**config.mk**
```make
export PLATFORM = sky130hd
export DESIGN_NAME = fetch_unit
export DESIGN_NICKNAME = d
export VERILOG_FILES = /design/src/rtl/cpu_pkg.sv /design/src/rtl/fetch_ras.sv /design/src/rtl/fetch_unit.sv
export SDC_FILE = /design/constraint.sdc
export NUM_CORES = 1
export LEC_CHECK = 0
export BUFFER_PORTS_ARGS = -buffer_cell sky130_fd_sc_hd__buf_2
export CORE_UTILIZATION = 46
export CTS_CLUSTER_SIZE = 12
export DETAILED_ROUTE_END_ITERATION = 16
export PLACE_DENSITY = 0.77
export SETUP_SLACK_MARGIN = 0.05
export SLEW_MARGIN = 20
export SYNTH_ARGS = -nofsm -noshare
export SYNTH_HDL_FRONTEND = slang
export SYNTH_HIERARCHICAL = 1
export SYNTH_SLANG_ARGS = --single-unit
```
**constraint.sdc**
```tcl
create_clock -name clk -period 2.2 [get_ports clk]
set_input_delay 0.11 -clock clk [delete_from_list [all_inputs] [get_ports clk]]
set_output_delay 0.11 -clock clk [all_outputs]
set_load 0.02 [all_outputs]
```
**src/rtl/cpu_pkg.sv**
```systemverilog
// cpu_pkg: shared widths and fetch FSM state encoding
package cpu_pkg;
  localparam int INS_W     = 19;
  localparam int ADDR_W    = 14;
  localparam int OPCODE_W  = 5;
  localparam int RAS_DEPTH = 8;
  typedef enum logic [1:0] {FETCH = 2'd0, DRAIN = 2'd1, HOLD = 2'd2} fetch_state_e;
endpackage

```
**src/rtl/fetch_ras.sv**
```systemverilog
// fetch_ras: circular return-address stack; a push when full overwrites the oldest entry
module fetch_ras
  import cpu_pkg::*;
(
  input  logic              clk,
  input  logic              rst,
  input  logic              push,
  input  logic              pop,
  input  logic [ADDR_W-1:0] din,
  output logic [ADDR_W-1:0] top,
  output logic              empty
);
  localparam int PW = $clog2(RAS_DEPTH);
  logic [ADDR_W-1:0] r_mem [RAS_DEPTH];
  logic [PW-1:0] r_ptr;
  logic [PW:0] r_cnt;
  logic [PW-1:0] w_top_idx;
  logic w_has;
  assign w_top_idx = r_ptr - 1'b1;
  assign w_has = r_cnt != '0;
  assign empty = ~w_has;
  assign top = w_has ? r_mem[w_top_idx] : '0;
  always_ff @(posedge clk) begin
    if (rst) begin
      r_ptr <= '0;
      r_cnt <= '0;
    end else if (push & pop & w_has) begin
      r_mem[w_top_idx] <= din;
    end else if (push) begin
      r_mem[r_ptr] <= din;
      r_ptr <= r_ptr + 1'b1;
      if (r_cnt != (PW+1)'(RAS_DEPTH)) r_cnt <= r_cnt + 1'b1;
    end else if (pop & w_has) begin
      r_ptr <= r_ptr - 1'b1;
      r_cnt <= r_cnt - 1'b1;
    end
  end
endmodule

```
**src/rtl/fetch_unit.sv**
```systemverilog
// fetch_unit: instruction fetch FSM (FETCH/DRAIN/HOLD) feeding the IR.
// Define FETCH_RAS_EN to build in the 8-entry return-address stack.
module fetch_unit
  import cpu_pkg::*;
(
  input  logic              clk,
  input  logic              rst,
  input  logic              stall,
  input  logic              redirect_valid,
  input  logic [ADDR_W-1:0] redirect_addr,
  output logic              mem_req,
  output logic [ADDR_W-1:0] mem_addr,
  input  logic              mem_ack,
  input  logic [INS_W-1:0]  mem_rdata,
  output logic [INS_W-1:0]  ins,
  output logic              load_IR,
  output logic [ADDR_W-1:0] ins_pc,
  input  logic              ras_push,
  input  logic              ras_pop,
  output logic [ADDR_W-1:0] ras_top,
  output logic              ras_empty
);
  fetch_state_e r_state;
  logic [ADDR_W-1:0] r_pc, r_ins_pc;
  logic [INS_W-1:0] r_ins;
  logic r_load;
  logic w_fetch, w_drain, w_hold;
  assign w_fetch = r_state == FETCH;
  assign w_drain = r_state == DRAIN;
  assign w_hold = r_state == HOLD;
  assign mem_req = w_fetch;
  assign mem_addr = r_pc;
  assign ins = r_ins;
  assign ins_pc = r_ins_pc;
  // a redirect in the load cycle means the word on ins is wrong-path
  assign load_IR = ~rst & ~redirect_valid & (r_load | (w_hold & ~stall));
  always_ff @(posedge clk) begin
    if (rst) begin
      r_state <= FETCH;
      r_pc <= '0;
      r_ins <= '0;
      r_ins_pc <= '0;
      r_load <= 1'b0;
    end else begin
      r_load <= w_fetch & mem_ack & ~redirect_valid & ~stall;
      if (redirect_valid) begin
        r_pc <= redirect_addr;
        r_state <= (~w_hold & ~mem_ack) ? DRAIN : FETCH;
      end else if (w_fetch & mem_ack) begin
        r_ins <= mem_rdata;
        r_ins_pc <= r_pc;
        r_pc <= r_pc + 1'b1;
        r_state <= stall ? HOLD : FETCH;
      end else if ((w_drain & mem_ack) | (w_hold & ~stall)) begin
        r_state <= FETCH;
      end
    end
  end
`ifdef FETCH_RAS_EN
  logic [ADDR_W-1:0] w_ret;
  assign w_ret = r_ins_pc + 1'b1;
  fetch_ras u_ras (
    .clk(clk), .rst(rst), .push(ras_push), .pop(ras_pop),
    .din(w_ret), .top(ras_top), .empty(ras_empty)
  );
`else
  logic w_unused;
  assign w_unused = ras_push ^ ras_pop;
  assign ras_top = '0;
  assign ras_empty = 1'b1;
`endif
endmodule

```
### Yosys cells after proc, flatten, opt, wreduce, memory -nomap -nowiden

Cells that the tools add are included.
W data, S select, Z words.

* logic and storage cells: 34
* memories: 0
* bits in latches: 0
* memory bits (read-only): 0
* register bits: 50
* bits in writable memories: 0
* input port bits: 40

* $mul: 0
* eq/ne operators: 2
* shifts and indexed selects: 0
* magnitude comparators: 0
* bitwise operators: 15
* add/subtract/negate cells: 1
* div/mod/pow operators: 0
* multiplexer cells: 7
* reduce and logical (&&, ||, !) cells: 4

Operator list (number)
* $mux W14: 2
* $add A14 B1 Y14 const B: 1
* $and A1 B1 Y1: 8
* $mux W2: 4
* $not A1 Y1: 5
* $reduce_bool A3 Y1: 1
* $eq A2 B1 Y1 const B: 1
* $eq A2 B2 Y1 const B: 1
* $logic_not A2 Y1: 1
* $or A1 B1 Y1: 2
* $reduce_and A2 Y1: 1
* $reduce_bool A2 Y1: 1
* $mux W1: 1

### Depth between registers and ports, before layout

Gate-level depths: netlist of run 1.

* depth after elaboration: 6
* gate-level depth with buffers: 7

### Least setup slack after synthesis of run 1

No wires, ideal clock.

* path type: register -> register
* start: register r_pc[0] (netlist: mem_addr[0])
* end: register r_pc[6] (netlist: mem_addr[6])
* stages on the path, launching flop included: 7
* period minus slack after synthesis: 1617 ps
* arrival: 1546 ps
* setup slack: 583 ps
* path buffers: 1
* setup time: 70 ps
* cells stage by stage: dfxtp_1 ha_1 nand4bb_1 clkbuf_1 or3_1 a21o_1 a21oi_1

* longest elaborated chain between the ends: 3

RTL lines
* from (decl): RTL line fetch_unit.sv:24 `logic [ADDR_W-1:0] r_pc, r_ins_pc;`
* from (signal assigned): RTL line fetch_unit.sv:47 `r_pc <= redirect_addr;`
* from (signal assigned): RTL line fetch_unit.sv:52 `r_pc <= r_pc + 1'b1;`
* $add A14 B1 Y14: RTL line fetch_unit.sv:52
* $mux W14: RTL line fetch_unit.sv:49 `end else if (w_fetch & mem_ack) begin`
* $mux W14: RTL line fetch_unit.sv:46 `if (redirect_valid) begin`

Every way passes these cells. The select of a mux whose other input is x is not followed.
A chain may end at the register's enable or synchronous reset.

### Worst setup path after layout of run 1

* start: register r_state[1]
* end: register r_ins_pc[13] (netlist: ins_pc[13])

* longest elaborated chain between the ends: 3

RTL lines
* from (decl): RTL line fetch_unit.sv:23 `fetch_state_e r_state;`
* from (signal assigned): RTL line fetch_unit.sv:48 `r_state <= (~w_hold & ~mem_ack) ? DRAIN : FETCH;`
* from (signal assigned): RTL line fetch_unit.sv:53 `r_state <= stall ? HOLD : FETCH;`
* $logic_not A2 Y1: RTL line fetch_unit.sv:28 `assign w_fetch = r_state == FETCH;`
* $and A1 B1 Y1: RTL line fetch_unit.sv:49
* $reduce_and A2 Y1 (no source line)
* to (signal assigned): RTL line fetch_unit.sv:51 `r_ins_pc <= r_pc;`
* to (decl): RTL line fetch_unit.sv:24

Every way passes these cells.

==> results of run 1 <==
[sequential cells by signal, summed over array words and instances, names as in the netlist]
signal,cells
ins,19
ins_pc,14
mem_addr,14
r_load,1
r_state,2
[cell usage in the layout, fill, tap and decap left out, drive strengths merged, types with 2 or more instances in the layout]
| cell | n |
|---|---|
| o21a | 10 |
| nand4 | 2 |
| conb | 15 |
| nand4b | 2 |
| nand2 | 70 |
| nor4 | 8 |
| xor2 | 9 |
| buf | 91 |
| nor2 | 8 |
| mux2i | 3 |
| xnor2 | 3 |
| a21oi | 47 |
| clkbuf | 6 |
| o21ai | 2 |
| nor3 | 4 |
| inv | 16 |
| nand3 | 3 |
| dfxtp | 50 |
[per-layer routing]
layer / share of wire / up-vias
li1: - / 1045
met1: 0.45 / 934
met2: 0.49 / 64
met3: 0.049 / 5
met4: 0.010 / 0
met5: 0 / -
[cell type report]
type / count / area, µm² / area share
Tap cell: 67 / 83.8 / 0.0300
Timing Repair Buffer: 92 / 490 / 0.176
Sequential cell: 50 / 1000 / 0.358
Inverter: 15 / 56.3 / 0.0202
Clock inverter: 2 / 38.8 / 0.0139
Clock buffer: 6 / 82.6 / 0.0296
Multi-Input combinational cell: 194 / 1040 / 0.373
[power groups by stage]
| stage | combinational, mW | clock [mW] | sequential (mW) |
|---|---|---|---|
| global route | 0.348 | 0.737 | 0.997 |
| floorplan | 0.185 | 0 | 1.06 |
| finish | 0.316 | 0.685 | 0.991 |
| CTS | 0.318 | 0.703 | 0.991 |
| global placement | 0.310 | 0 | 1.01 |
| detailed placement | 0.316 | 0 | 1.01 |
[worst max-delay path, cell delays in order (launching register included)]
cell,delay [ns]
dfxtp_1,0.38
or3b_1,0.68
or2_1,0.32
buf_4,0.24
nand2_1,0.10
a21oi_1,0.06
[worst paths after layout]
| check | to | slack [ns] | cells after the start |
|---|---|---|---|
| min | ins[4] | 0.03 | 3 |
| max reg2reg | ins_pc[13] | 0.28 | 5 |
| min reg2reg | ins_pc[6] | 0.46 | 2 |
| max | ins_pc[13] | 0.28 | 5 |
[cell families after synthesis]
logic type,after synthesis
flops,50
xor+xnor,12
other cells,2
fa+ha+maj,1
compound gates,60
buf+inv,49
mux,4
simple gates,102
[what timing repair did]
item / 4_1_cts / 5_1_grt
hold buffers: 1 / 0
endpoints found under the setup margin: 0 / 0
resized for setup: 0 / 0
buffers inserted: 0 / 0
endpoints found under the hold margin: 1 / 0
==> metrics.md, run 1 <==
| Metric | Value |
|---|---|
| Status | finished, final reports clean |
| Row cnt | 25 |
| Minimum clock period | roughly 1.9 ns |
| Sink Count | 50 |
| Post-Syn Area per Cell | about 8 µm² |
| Net switching power figure | 553 µW |
| Comb pwr share | 0.158 |
| Sum of negative setup slack | 0 ns |
| CP Max Fanout | 33 |
| Clock Power Share | 0.344 |
| Max Cap Viol | 0 |
| Synth Warn # | 6 |
| Via count | a little over 2k |
| Setup crit end kind | register |
| Routed len/inst | about 12 µm |
| CTS Buf Count | 5 |
| CP startpoint kind | register |
| H-tree Lvls | 2 |
| Post-synthesis adder-cell area fraction | 0.00550 |
| Met2 Use GR | 0.343 |
| Initial DRC count | 108 |
| Largest net degree at the start of global routing | 34 |
| Drt total wl | 5110 µm |
| DP Worst Slack | between 0.2 and 0.3 ns |
| Slew HR | 0.568 |
| Worst skew pair latency | just over 0.3 ns |
| Final design utilization | 0.588 |
| Cell area after synthesis | between 0.002 and 0.0025 mm² |
| PortBufs | 86 |
| Crit path DAT | between 2 and 2.5 ns |
| Die W | 72.3 µm |
| Fin. Hold Viols | 0 |
| Area after DPL | approximately 0.0027 mm² |
| Post-synth EDFFs | 0 |
| Post-synth cell types | 33 |
| Skew final | between 0.01 and 0.015 ns |
| Die height | 72.3 µm |
| Filler cells | roughly 470 |
| Power Density | about 700 mW/mm² |
| Main synth FF type | dfxtp_1 |
| Die area | 0.00523 mm² |
| Post-DP HPWL | around 3600 µm |
| Slew at the pin closest to its max-slew limit | between 0.6 and 0.7 ns |
| Routability cong. | 0.757 |
| Synth async-reset ratio | 0 |
| Max rail drop VDD | 0.380 mV |
| Leakage | 1.32 nW |
| Critical Path Source | r_state[1] |
| Mapped Cells | 280 |
| RSZ-0062 raised after global routing | false |
| Yosys top cell by area | dfxtp_1 |
| CORE AREA | 0.00475 mm² |
| Root Driver | clkbuf_8 |
| Reg2reg start | r_state[1] |
| Largest family of logic cells by synthesized area | simple AND/OR/NAND/NOR gates |
| Non-Filler Instances | ~430 |
| Crit share post-route | 0.872 |
| Clock tree buffer depth | 2 |
| Number of global-route vias before repair | around 1.7k |
| Drt pass-1 iters | 8 |
| Total gr overflow | 0 |
| Diode count | 0 |
| Switching Share | 0.278 |
| Post-route DRC | 0 |
| Yosys top cell area share | 0.440 |
| Placed cells | about 420 |
| I/O pin total | around 100 |
| Fmax | about 520 MHz |
| Yosys reg bits | 50 |
| Commonest cells post-synth | nand2_1, dfxtp_1, a21oi_1, buf_4, inv_1 |
| Tot Pwr | 1.99 mW |
| Met3 Usage GRT | 0.0403 |
| CTS tree | built |
| Top-count cell post-synth | nand2_1 |
| Routed Antenna Nets | 0 |
| # setup viols final | 0 |
| Complex-gate fraction of the synthesized area | 0.144 |
| Synth Area in Simple Gates | 0.219 |
| Clk slew on worst S/H paths | ~0.10 ns |
| Synth top area cells | dfxtp_1, nand2_1, a21oi_1 |
| Final Max Slew Viols | 0 |
| Hold WC Path Type | in -> reg |
| Synth Area in XOR/XNOR | 0.0462 |
| Worst EP required | 2.37 ns |
| Share of layout cells above drive strength 1 | 0.292 |
| Initial antenna violation count | 0 |
| Total track usage | 0.197 |
| Setup Crit Path Kind | reg -> reg |
| First-pass GRT wire length | approximately 8000 µm |
| Initial Util | 0.479 |
| Register area share after synthesis | 0.440 |
| Flop pwr share | 0.498 |
| Busiest grt layer | met2 |
| Internal | about 1.4 mW |
| PnR worst setup slack | 0.281 ns |
| Met1 usage | 0.242 |
| Cell area after layout | 0.00279 mm² |
| Mux share of post-synthesis cell area | 0.0181 |
| Final nets | about 400 |
| Via density per instance | a little under 5 |
| Min-delay src | mem_rdata[4] |
| Min Hold Slack | ~0.026 ns |
| P&R area growth vs syn | 22.8% |
Power figures use the tool's default switching activity.
==> inputs of run 2 (changes only) <==
--- a/config.mk
+++ b/config.mk
@@ -5,11 +5,12 @@
 export SDC_FILE = /design/constraint.sdc
 export NUM_CORES = 1
 export LEC_CHECK = 0
+export ABC_AREA = 1
 export BUFFER_PORTS_ARGS = -buffer_cell sky130_fd_sc_hd__buf_2
-export CORE_UTILIZATION = 46
+export CORE_UTILIZATION = 45
 export CTS_CLUSTER_SIZE = 12
 export DETAILED_ROUTE_END_ITERATION = 16
-export PLACE_DENSITY = 0.77
+export PLACE_DENSITY = 0.75
 export SETUP_SLACK_MARGIN = 0.05
 export SLEW_MARGIN = 20
 export SYNTH_ARGS = -nofsm -noshare
==> metrics.md, run 2 <==
| Metric | Value |
|---|---|
| Initial DRC count | 85 (was 108) |
| Largest net degree at the start of global routing | 30 (was 34) |
| Max Cap Viol | 0 (unchanged) |
| Critical Path Max Stage Delay | 0.53 ns (was 0.68 ns) |
| Crit share post-route | 0.723 (was 0.872) |
| Post-synth EDFFs | 0 (unchanged) |
| Status | finished, final reports clean (unchanged) |
| DP Worst Slack | 0.601 ns (was 0.284 ns) |
| Power Density | 660 mW/mm² (was 713 mW/mm²) |
| Total gr overflow | 0 (unchanged) |
| Post-DP HPWL | 3880 µm (was 3600 µm) |
| Clk slew on worst S/H paths | 0.09 ns (was 0.10 ns) |
| Minimum clock period | 1.59 ns (was 1.92 ns) |
| Total track usage | 0.204 (was 0.197) |
| Commonest cells post-synth | nand2_1, dfxtp_1, a21oi_1, nor2_1, inv_1 (was nand2_1, dfxtp_1, a21oi_1, buf_4, inv_1) |
| PortBufs | 86 (unchanged) |
| CP max stage cell | dlygate4sd3_1 (was or3b_1) |
| Register area share after synthesis | 0.427 (was 0.440) |
| FF-to-FF setup slack | 0.62 ns (was 0.28 ns) |
| Slew HR | 0.655 (was 0.568) |
| Cell area after synthesis | 0.00235 mm² (was 0.00228 mm²) |
| RSZ-0062 raised after global routing | false (unchanged) |
| Family with the most delay on the worst path | buffers and inverters (was simple AND/OR/NAND/NOR gates) |
| First-pass GRT wire length | 8700 µm (was 8080 µm) |
| CTS Buf Count | 5 (unchanged) |
| Number of flip-flops in the largest register | 19 (unchanged) |
| Via density per instance | 4.77 (was 4.81) |
| CP Max Fanout | 25 (was 33) |
| CP dominant cell by count | nand2_1 |
| P&R area growth vs syn | 21.8% (was 22.8%) |
| Diode count | 0 (unchanged) |
| CORE AREA | 0.00488 mm² (was 0.00475 mm²) |
| Initial antenna violation count | 0 (unchanged) |
| Share of layout cells above drive strength 1 | 0.313 (was 0.292) |
| CP startpoint kind | input port (was register) |
| Drt pass-1 iters | 4 (was 8) |
| Initial Util | 0.481 (was 0.479) |
| Number of global-route vias before repair | 1,974 (was 1,743) |
| PnR worst setup slack | 0.609 ns (was 0.281 ns) |
| Synth Warn # | 6 (unchanged) |
| # setup viols final | 0 (unchanged) |
| I/O pin total | 104 (unchanged) |
| Sink Count | 50 (unchanged) |
| Sum of negative setup slack | 0 ns (unchanged) |
| Fmax | 629 MHz (was 521 MHz) |
| Die W | 74.2 µm (was 72.3 µm) |
| Max rail drop VDD | 0.376 mV (was 0.380 mV) |
| Final nets | 443 (was 399) |
| Top-count cell post-synth | nand2_1 (unchanged) |
| Main synth FF type | dfxtp_1 (unchanged) |
| Post-synth cell types | 28 (was 33) |
| H-tree Lvls | 2 (unchanged) |
| Yosys reg bits | 50 (unchanged) |
| Synth async-reset ratio | 0 (unchanged) |
| Slew at the pin closest to its max-slew limit | 0.518 ns (was 0.648 ns) |
| Skew final | 0.00457 ns (was 0.0142 ns) |
| Root Driver | clkbuf_8 (unchanged) |
| Die height | 74.2 µm (was 72.3 µm) |
| Routed len/inst | 11.7 µm (was 12.0 µm) |
| Leakage | 1.36 nW (was 1.32 nW) |
| CTS tree | built (unchanged) |
| Row cnt | 25 (unchanged) |
| Fin. Hold Viols | 0 (unchanged) |
| Mapped Cells | 321 (was 280) |
| Post-CTS Resized | 0 (unchanged) |
| Synth top area cells | dfxtp_1, nand2_1, a21oi_1 (unchanged) |
| Hold WC Path Type | in -> reg (unchanged) |
| Die area | 0.00551 mm² (was 0.00523 mm²) |
| Via count | 2,243 (was 2,048) |
| Routability cong. | 0.801 (was 0.757) |
| Post-Syn Area per Cell | 7.31 µm² (was 8.13 µm²) |
| Crit path cell chain | dlygate4sd3_1, buf_2, nand2_2, clkinv_2, nand2_4, buf_4, nor2_1, a21oi_1, nand2_1, nand2_1, inv_1 (was or3b_1, or2_1, buf_4, nand2_1, a21oi_1) |
| Yosys top cell by area | dfxtp_1 (unchanged) |
| Buf/Inv on CP | 5 (was 1) |
| Commonest non-fill, non-tap cells in the layout | nand2_1, buf_2, dfxtp_1 (was buf_2, nand2_1, dfxtp_1) |
| Final Max Slew Viols | 0 (unchanged) |
| Commonest non-fill, non-tap cell in the layout | nand2_1 (was buf_2) |
| Yosys top cell area share | 0.427 (was 0.440) |
| Worst skew pair latency | 0.30 ns (was 0.31 ns) |
| Clock tree buffer depth | 2 (unchanged) |
| Drt total wl | 5480 µm (was 5110 µm) |
| Crit path DAT | 1.80 ns (was 2.09 ns) |
| Post-route DRC | 0 (unchanged) |
| Setup Crit Path Kind | in -> reg (was reg -> reg) |
| Setup crit end kind | register (unchanged) |
| Worst EP required | 2.41 ns (was 2.37 ns) |
| Routed Antenna Nets | 0 (unchanged) |
## run 2: cell types whose count changed after synthesis, moves of 11 or more
cell / before / now
nor2_1: 7 / 22
nand2_1: 70 / 94
a21oi_1: 47 / 30
nand3_1: 3 / 14
nand2_2: 0 / 11
## run 2: what timing repair did
action | in CTS | in global routing
hold buffers | 2 | 0
setup buffers | 0 | 0
endpoints found under the hold margin | 2 | 0
## run 2: stage by stage
step | instance area (µm²) | cells | utilization | hold WS [ns] | total power, mW
2_1_floorplan | 2390 | 334 | - | 0.189 | 1.26
3_3_place_gp | 2740 | 460 | 0.562 | 0.314 | 1.34
3_5_place_dp | 2740 | 460 | 0.562 | 0.318 | 1.35
4_1_cts | 2860 | 470 | 0.586 | 0.0307 | 1.90
5_1_grt | 2860 | 470 | 0.586 | 0.0348 | 1.98
6_report | 2860 | 470 | 0.586 | 0.0401 | 1.89
## run 2: worst paths after layout
| path | from | depth (start not counted) | endpoint |
|---|---|---|---|
| worst max-delay path | mem_ack | 11 | mem_addr[11] |
| worst min-delay path | mem_rdata[12] | 3 | ins[12] |
| worst max register to register | r_state[0] | 10 | mem_addr[11] |
| worst min register to register | ins[18] | 2 | ins[18] |
## run 2: power by group
| group | switching [mW] | internal [mW] |
|---|---|---|
| Clock | 0.306 | 0.253 |
| Sequential | 0.0389 | 0.952 |
| Combinational | 0.224 | 0.113 |
## run 2: cell families after synthesis
logic type,after synthesis,synth area share
flip-flops,50,0.427
other,2,0.00320
adder cells (fa/ha/maj),1,0.00533
AO/OA/AOI/OAI,59,0.150
buffers and inverters,54,0.125
AND/OR/NAND/NOR,152,0.279
XOR/XNOR,3,0.0112
## run 2: final cells by class
class,count,area [µm²]
Fill cell,512,2020
Multi-Input combinational cell,230,1100
Sequential cell,50,1000
Timing Repair Buffer,91,485
Inverter,24,91.3
Tap cell,67,83.8
Clock buffer,6,82.6
Clock inverter,2,12.5
## run 2: layer usage
layer,up-vias,GRT usage,part of all wire
met1,1006,0.246,0.47
met4,0,0.0449,0.0075
met2,80,0.363,0.46
li1,1153,-,-
met5,-,0,0
met3,4,0.0556,0.070
## run 2: worst register-to-register path, stage by stage, from the launching register on
cell and delay (ns):
dfxtp_1 0.41, nor2_4 0.05, nand2_2 0.09, clkinv_2 0.10, nand2_4 0.16, buf_4 0.31, nor2_1 0.07, a21oi_1 0.14
nand2_1 0.06, nand2_1 0.05, inv_1 0.04
